**src/rtl/turn_pkg.sv**
```systemverilog
// Shared types and constants for the turn/move controller slice.
package turn_pkg;

    localparam int BOARD_LEN   = 24;
    localparam int POS_W       = 5;
    localparam int MAX_PLAYERS = 4;

    typedef logic [1:0]       pidx_t;
    typedef logic [POS_W-1:0] pos_t;

    typedef enum logic [2:0] {
        IDLE  = 3'd0,
        STEP  = 3'd1,
        WAIT  = 3'd2,
        CHECK = 3'd3,
        PASS  = 3'd4
    } state_t;

    // Effective player count: 3 and 4 are taken as-is, anything else plays as 2.
    function automatic logic [2:0] neff_of(input logic [3:0] n);
        logic [2:0] res;
        case (n)
            4'd3:    res = 3'd3;
            4'd4:    res = 3'd4;
            default: res = 3'd2;
        endcase
        return res;
    endfunction

endpackage

```
**src/rtl/turn_move_ctrl_if.sv**
```systemverilog
// Bundle between the card-judging logic / position counters and the turn controller.
interface turn_move_ctrl_if;
    import turn_pkg::*;

    logic [3:0] N;
    logic       match;
    logic       miss;
    pos_t       p1_cnt;
    pos_t       p2_cnt;
    pos_t       p3_cnt;
    pos_t       p4_cnt;
    logic       p_da1;
    logic       p_da2;
    logic       p_da3;
    logic       p_da4;
    pidx_t      turn;
    logic       busy;
    logic       done;
    logic [1:0] hop_cnt;

    // Environment side: card judge plus position counters.
    modport master (
        output N, match, miss, p1_cnt, p2_cnt, p3_cnt, p4_cnt,
        input  p_da1, p_da2, p_da3, p_da4, turn, busy, done, hop_cnt
    );

    // Controller side.
    modport slave (
        input  N, match, miss, p1_cnt, p2_cnt, p3_cnt, p4_cnt,
        output p_da1, p_da2, p_da3, p_da4, turn, busy, done, hop_cnt
    );

endinterface

```
**src/rtl/tile_occupied_cmp.sv**
```systemverilog
// Combinational check: is the active player's tile shared with another active player?
module tile_occupied_cmp
    import turn_pkg::*;
(
    input  pos_t       p1_cnt,
    input  pos_t       p2_cnt,
    input  pos_t       p3_cnt,
    input  pos_t       p4_cnt,
    input  pidx_t      turn,
    input  logic [2:0] neff,
    output logic       occupied
);

    pos_t pos_s [MAX_PLAYERS];
    pos_t own_s;

    assign pos_s[0] = p1_cnt;
    assign pos_s[1] = p2_cnt;
    assign pos_s[2] = p3_cnt;
    assign pos_s[3] = p4_cnt;

    // OR together equality hits against every other player index below neff.
    always_comb begin
        own_s    = pos_s[turn];
        occupied = 1'b0;
        for (int i = 0; i < MAX_PLAYERS; i++) begin
            occupied = occupied |
                       ((2'(i) != turn) && (i < int'(neff)) && (pos_s[i] == own_s));
        end
    end

endmodule

```
**src/rtl/turn_move_ctrl.sv**
```systemverilog
// Turn controller: steps the active player on a match, hops past occupied
// tiles (bounded by neff-1 hops) and hands the turn on after a miss.
module turn_move_ctrl
    import turn_pkg::*;
(
    input  logic             clk,
    input  logic             rst,
    turn_move_ctrl_if.slave  bus
);

    state_t     state_r;
    pidx_t      turn_r;
    logic [3:0] p_da_r;
    logic       busy_r;
    logic       done_r;
    logic [1:0] hop_r;
    logic [2:0] neff_r;
    logic       hop_pending_r;

    logic [2:0] neff_now_s;
    logic [2:0] turn_wide_s;
    pidx_t      turn_next_s;
    pidx_t      turn_clamp_s;
    logic [3:0] strobe_s;
    logic       occupied_s;
    logic       hop_ok_s;

    tile_occupied_cmp u_cmp (
        .p1_cnt   (bus.p1_cnt),
        .p2_cnt   (bus.p2_cnt),
        .p3_cnt   (bus.p3_cnt),
        .p4_cnt   (bus.p4_cnt),
        .turn     (turn_r),
        .neff     (neff_r),
        .occupied (occupied_s)
    );

    // Next-turn, clamp, strobe select and hop decision derived from current state.
    always_comb begin
        neff_now_s   = neff_of(bus.N);
        turn_wide_s  = {1'b0, turn_r} + 3'd1;
        turn_next_s  = (turn_wide_s >= neff_now_s) ? 2'd0 : turn_wide_s[1:0];
        turn_clamp_s = ({1'b0, turn_r} >= neff_now_s) ? 2'd0 : turn_r;
        strobe_s     = 4'b0001 << turn_r;
        hop_ok_s     = occupied_s && ({1'b0, hop_r} < (neff_r - 3'd1));
    end

    // Main FSM; strobes and done are loaded on the edge entering their cycle
    // so that p_da lands in cycle 1 and done in the CHECK cycle.
    always_ff @(posedge clk) begin
        if (rst) begin
            state_r       <= IDLE;
            turn_r        <= 2'd0;
            p_da_r        <= 4'b0000;
            busy_r        <= 1'b0;
            done_r        <= 1'b0;
            hop_r         <= 2'd0;
            neff_r        <= 3'd2;
            hop_pending_r <= 1'b0;
        end else begin
            p_da_r <= 4'b0000;
            done_r <= 1'b0;
            case (state_r)
                IDLE: begin
                    if (bus.match) begin
                        state_r <= STEP;
                        busy_r  <= 1'b1;
                        hop_r   <= 2'd0;
                        neff_r  <= neff_now_s;
                        p_da_r  <= strobe_s;
                    end else if (bus.miss) begin
                        state_r <= PASS;
                        busy_r  <= 1'b1;
                        neff_r  <= neff_now_s;
                        turn_r  <= turn_next_s;
                        done_r  <= 1'b1;
                    end else begin
                        state_r <= IDLE;
                    end
                end
                STEP: begin
                    state_r <= WAIT;
                end
                WAIT: begin
                    state_r       <= CHECK;
                    hop_pending_r <= hop_ok_s;
                    done_r        <= !hop_ok_s;
                end
                CHECK: begin
                    if (hop_pending_r) begin
                        state_r <= STEP;
                        hop_r   <= hop_r + 2'd1;
                        p_da_r  <= strobe_s;
                    end else begin
                        state_r <= IDLE;
                        busy_r  <= 1'b0;
                        turn_r  <= turn_clamp_s;
                    end
                end
                PASS: begin
                    state_r <= IDLE;
                    busy_r  <= 1'b0;
                    turn_r  <= turn_clamp_s;
                end
                default: begin
                    state_r <= IDLE;
                    busy_r  <= 1'b0;
                end
            endcase
        end
    end

    assign bus.p_da1   = p_da_r[0];
    assign bus.p_da2   = p_da_r[1];
    assign bus.p_da3   = p_da_r[2];
    assign bus.p_da4   = p_da_r[3];
    assign bus.turn    = turn_r;
    assign bus.busy    = busy_r;
    assign bus.done    = done_r;
    assign bus.hop_cnt = hop_r;

endmodule

```
**src/flat_wrapper.sv**
```systemverilog
// flat-port wrapper written by rule: the top's interface ports become plain ports
module turn_move_ctrl_flat import turn_pkg::*;
  (clk, rst, bus_N, bus_match, bus_miss, bus_p1_cnt, bus_p2_cnt, bus_p3_cnt, bus_p4_cnt, bus_p_da1, bus_p_da2, bus_p_da3, bus_p_da4, bus_turn, bus_busy, bus_done, bus_hop_cnt);
  turn_move_ctrl_if bus_i ();
  input  logic clk;
  input  logic rst;
  input wire logic [$bits(bus_i.N)-1:0] bus_N;
  input wire logic [$bits(bus_i.match)-1:0] bus_match;
  input wire logic [$bits(bus_i.miss)-1:0] bus_miss;
  input wire logic [$bits(bus_i.p1_cnt)-1:0] bus_p1_cnt;
  input wire logic [$bits(bus_i.p2_cnt)-1:0] bus_p2_cnt;
  input wire logic [$bits(bus_i.p3_cnt)-1:0] bus_p3_cnt;
  input wire logic [$bits(bus_i.p4_cnt)-1:0] bus_p4_cnt;
  output wire logic [$bits(bus_i.p_da1)-1:0] bus_p_da1;
  output wire logic [$bits(bus_i.p_da2)-1:0] bus_p_da2;
  output wire logic [$bits(bus_i.p_da3)-1:0] bus_p_da3;
  output wire logic [$bits(bus_i.p_da4)-1:0] bus_p_da4;
  output wire logic [$bits(bus_i.turn)-1:0] bus_turn;
  output wire logic [$bits(bus_i.busy)-1:0] bus_busy;
  output wire logic [$bits(bus_i.done)-1:0] bus_done;
  output wire logic [$bits(bus_i.hop_cnt)-1:0] bus_hop_cnt;
  assign bus_i.N = bus_N;
  assign bus_i.match = bus_match;
  assign bus_i.miss = bus_miss;
  assign bus_i.p1_cnt = bus_p1_cnt;
  assign bus_i.p2_cnt = bus_p2_cnt;
  assign bus_i.p3_cnt = bus_p3_cnt;
  assign bus_i.p4_cnt = bus_p4_cnt;
  assign bus_p_da1 = bus_i.p_da1;
  assign bus_p_da2 = bus_i.p_da2;
  assign bus_p_da3 = bus_i.p_da3;
  assign bus_p_da4 = bus_i.p_da4;
  assign bus_turn = bus_i.turn;
  assign bus_busy = bus_i.busy;
  assign bus_done = bus_i.done;
  assign bus_hop_cnt = bus_i.hop_cnt;
  turn_move_ctrl u_core (.clk(clk), .rst(rst), .bus(bus_i));
endmodule
```
**config.mk**
```make
export PLATFORM = sky130hd
export DESIGN_NAME = turn_move_ctrl_flat
export DESIGN_NICKNAME = d
export VERILOG_FILES = /design/src/rtl/turn_pkg.sv /design/src/rtl/turn_move_ctrl_if.sv /design/src/rtl/tile_occupied_cmp.sv /design/src/rtl/turn_move_ctrl.sv /design/src/flat_wrapper.sv
export SDC_FILE = /design/constraint.sdc
export NUM_CORES = 1
export LEC_CHECK = 0
export BUFFER_PORTS_ARGS = -buffer_cell sky130_fd_sc_hd__buf_2
export CORE_MARGIN = 2
export CORE_UTILIZATION = 58
export DETAILED_ROUTE_END_ITERATION = 10
export GPL_TIMING_DRIVEN = 0
export PLACE_DENSITY = 0.85
export SLEW_MARGIN = 20
export SYNTH_ARGS = -nofsm -noshare
export SYNTH_HDL_FRONTEND = slang
export SYNTH_SLANG_ARGS = --single-unit
```
**constraint.sdc**
```tcl
create_clock -name clk -period 5.6 [get_ports clk]
set_input_delay 0 -clock clk [delete_from_list [all_inputs] [get_ports clk]]
set_output_delay 0 -clock clk [all_outputs]
set_load 0.005 [all_outputs]
```
==> results.toml <==
[outcome]
outcome = "finished, final reports clean"

[sta]
rsz0062_at_grt = "false"
setup_ws_ns = 2.82
skew_ns = 0.00206
min_period_ns = 2.78
final.period_utilization = 0.496
slew_headroom = 0.567
tightest_slew_ns = 0.644
hold_viol = 0
max_freq_mhz = 360
finalSetupTns_ns = 0
fin_hold_ws_ns = 0.0176
slew_viol_final = 0
setup_viol = 0

[grt]
track_usage = 0.233
grt_pass1_wl_mm = 6.02
grt_pass1_vias = 1404
grt_overflow = 0
grt_max_degree = 11
antenna_found_initial = 0

[clocking]
ctsResizeCount = 0
cts-root-buf = "clkbuf_4"
cts_hold_buf = 0
cts_tree = "done"
post_cts_buffers = 0
htreeDepth = 1
cts_inserted_buffers = 3
numClockSinks = 17
clockBufferDepth = 2
clk_pin_slew_ns = 0.10
clk_latency_ns = 0.30

[finish]
final_nets = 277
final_cell_area_um2 = 1860
n_antenna_cell = 0
final_cell_mix = "buf_2, xnor2_1, nor2_1"
instances_no_fill = 267
multi_input_area_um2 = 1190
fillers = 242
drive_above_1_share = 0.208
regArea_um2 = 340
final_common_cell = "buf_2"
post-route-util = 0.692
areaGrowthSynthToFinish_pct = 15.3

[placed_design]
dpl-instance-area_um2 = 1830
dpl.hpwl_mm = 2.84
port_buffers = 36
dp.cells = 263
gp_congestion = 0.879
post-place-ws_ns = 2.90

[die]
initial_core_util = 0.600
fp.dieH_um = 56.7
num_rows = 19
core_area_um2 = 2690
die-area_um2 = 3220
io_pins = 38
dieWidth_um = 56.7

[worst_setup_path]
cp-endpoint = "u_core.bus.turn[0]"
path_max_fanout = 7
startpoint = "u_core.bus.turn[1]"
reg2reg_slack_ns = 2.82
r2r_start = "u_core.bus.turn[1]"
worst_setup_path_start_kind = "register"
worstSetupPathType = "register to register"
rr_endpoint = "u_core.bus.turn[0]"
cp-end-kind = "register"
arrival_ns = 3.02
crit_required_ns = 5.84
rr_worst_depth = 10

[synth]
yosysUniqueCellTypes = 43
netlist_area_um2 = 1610
synth_cells = 196
synth_nets = 236
synthFlopType = "dfxtp_1"
synth-async-reset-ratio = 0
synth-edff-count = 0
yosys_warnings = 0
avgSynthCellArea_um2 = 8.23
synth_seq_cells = 17
yosysSeqAreaShare = 0.211

[route]
drc = 0
postRouteAntennaNets = 0
first_pass_iters = 4
drt_iter0_markers = 26
drt_wl_total_mm = 3.41
vias_per_cell = 5.59
wl_per_cell_um = 12.8
via_count = 1492

[power_and_ir_drop]
powerDensity_nw_per_um2 = 191
leakage_nw = 0.761
ir_drop_uv = 181
total_power_mw = 0.355

[flow_run]
cap_violations = 0

[min_path]
holdCritPathClass = "primary input to register"
-- registers in the layout, summed over array words and instances (netlist names) --
signal and count:
u_core.bus.busy 1, u_core.bus.done 1, u_core.bus.hop_cnt 2, u_core.bus.turn 2, u_core.hop_pending_r 1, u_core.neff_r 3, u_core.p_da_r 4, u_core.state_r 3
-- critical path, cell delays in order, from the launching register on --
cell and delay [ns]:
dfxtp_1 0.45, clkbuf_1 0.32, inv_1 0.17, ha_1 0.33
ha_1 0.29, a21oi_1 0.16, nor2b_1 0.07, a2111oi_0 0.55
and2_1 0.21, mux2i_1 0.06, nor2_1 0.10
-- how the worst min path moves through the flow --
stage | depth (start not counted) | end | slack (ns) | start
after detailed placement | 4 | u_core.neff_r[2] | 0.35 | bus_N[1]
after global placement | 4 | u_core.state_r[2] | 0.34 | bus_match
after floorplan | 3 | u_core.state_r[2] | 0.19 | bus_match
after global routing | 4 | u_core.state_r[2] | 0.06 | bus_match
after CTS | 4 | u_core.neff_r[2] | 0.01 | bus_N[1]
final | 4 | u_core.neff_r[2] | 0.02 | bus_N[1]
-- kinds of logic after synthesis --
logic type | synth area share
and+or+nand+nor | 0.202
AOI/OAI and AO/OA | 0.176
xor gates and xnor gates | 0.174
buffers and inverters | 0.0535
DFF | 0.211
muxes | 0.0900
adders and majority gates | 0.0931
-- per-layer routing --
metal | wire (µm) | vias up | part of all wire | track usage
met5 | 0 | - | 0 | 0
met4 | 37 | 0 | 0.011 | 0.0598
met3 | 148 | 5 | 0.043 | 0.0484
met2 | 1560 | 32 | 0.46 | 0.382
met1 | 1660 | 687 | 0.49 | 0.310
li1 | - | 768 | - | -
-- cell usage after synthesis, drive strengths merged, types with 5 or more instances --
library cell	number	area share
inv	10	0.023
ha	12	0.093
mux2i	13	0.083
o21ai	6	0.019
nor2	18	0.042
xor2	7	0.038
a21oi	13	0.040
clkbuf	7	0.016
xnor2	25	0.14
nor2b	5	0.019
and2	5	0.019
nand2b	5	0.019
nand2	10	0.023
nor3	6	0.022
dfxtp	17	0.21
-- cell type report --
| cell class | instances | share of cell area |
|---|---|---|
| flip-flops and latches | 17 | 0.183 |
| clock buffers | 3 | 0.0121 |
| clock inverters | 1 | 0.00269 |
| inverters | 10 | 0.0202 |
| well taps | 31 | 0.0209 |
| plain buffers | 9 | 0.0262 |
| repair buffers | 36 | 0.0969 |
| multi-input cells | 160 | 0.638 |
-- where the power goes --
part | switching (mW) | leakage, nW | internal [mW] | total [mW]
combinational | 0.0827 | 0.604 | 0.0707 | 0.153
clock | 0.0409 | 0.0177 | 0.0267 | 0.0677
sequential | 0.00482 | 0.138 | 0.129 | 0.134
Power figures use the tool's default switching activity.
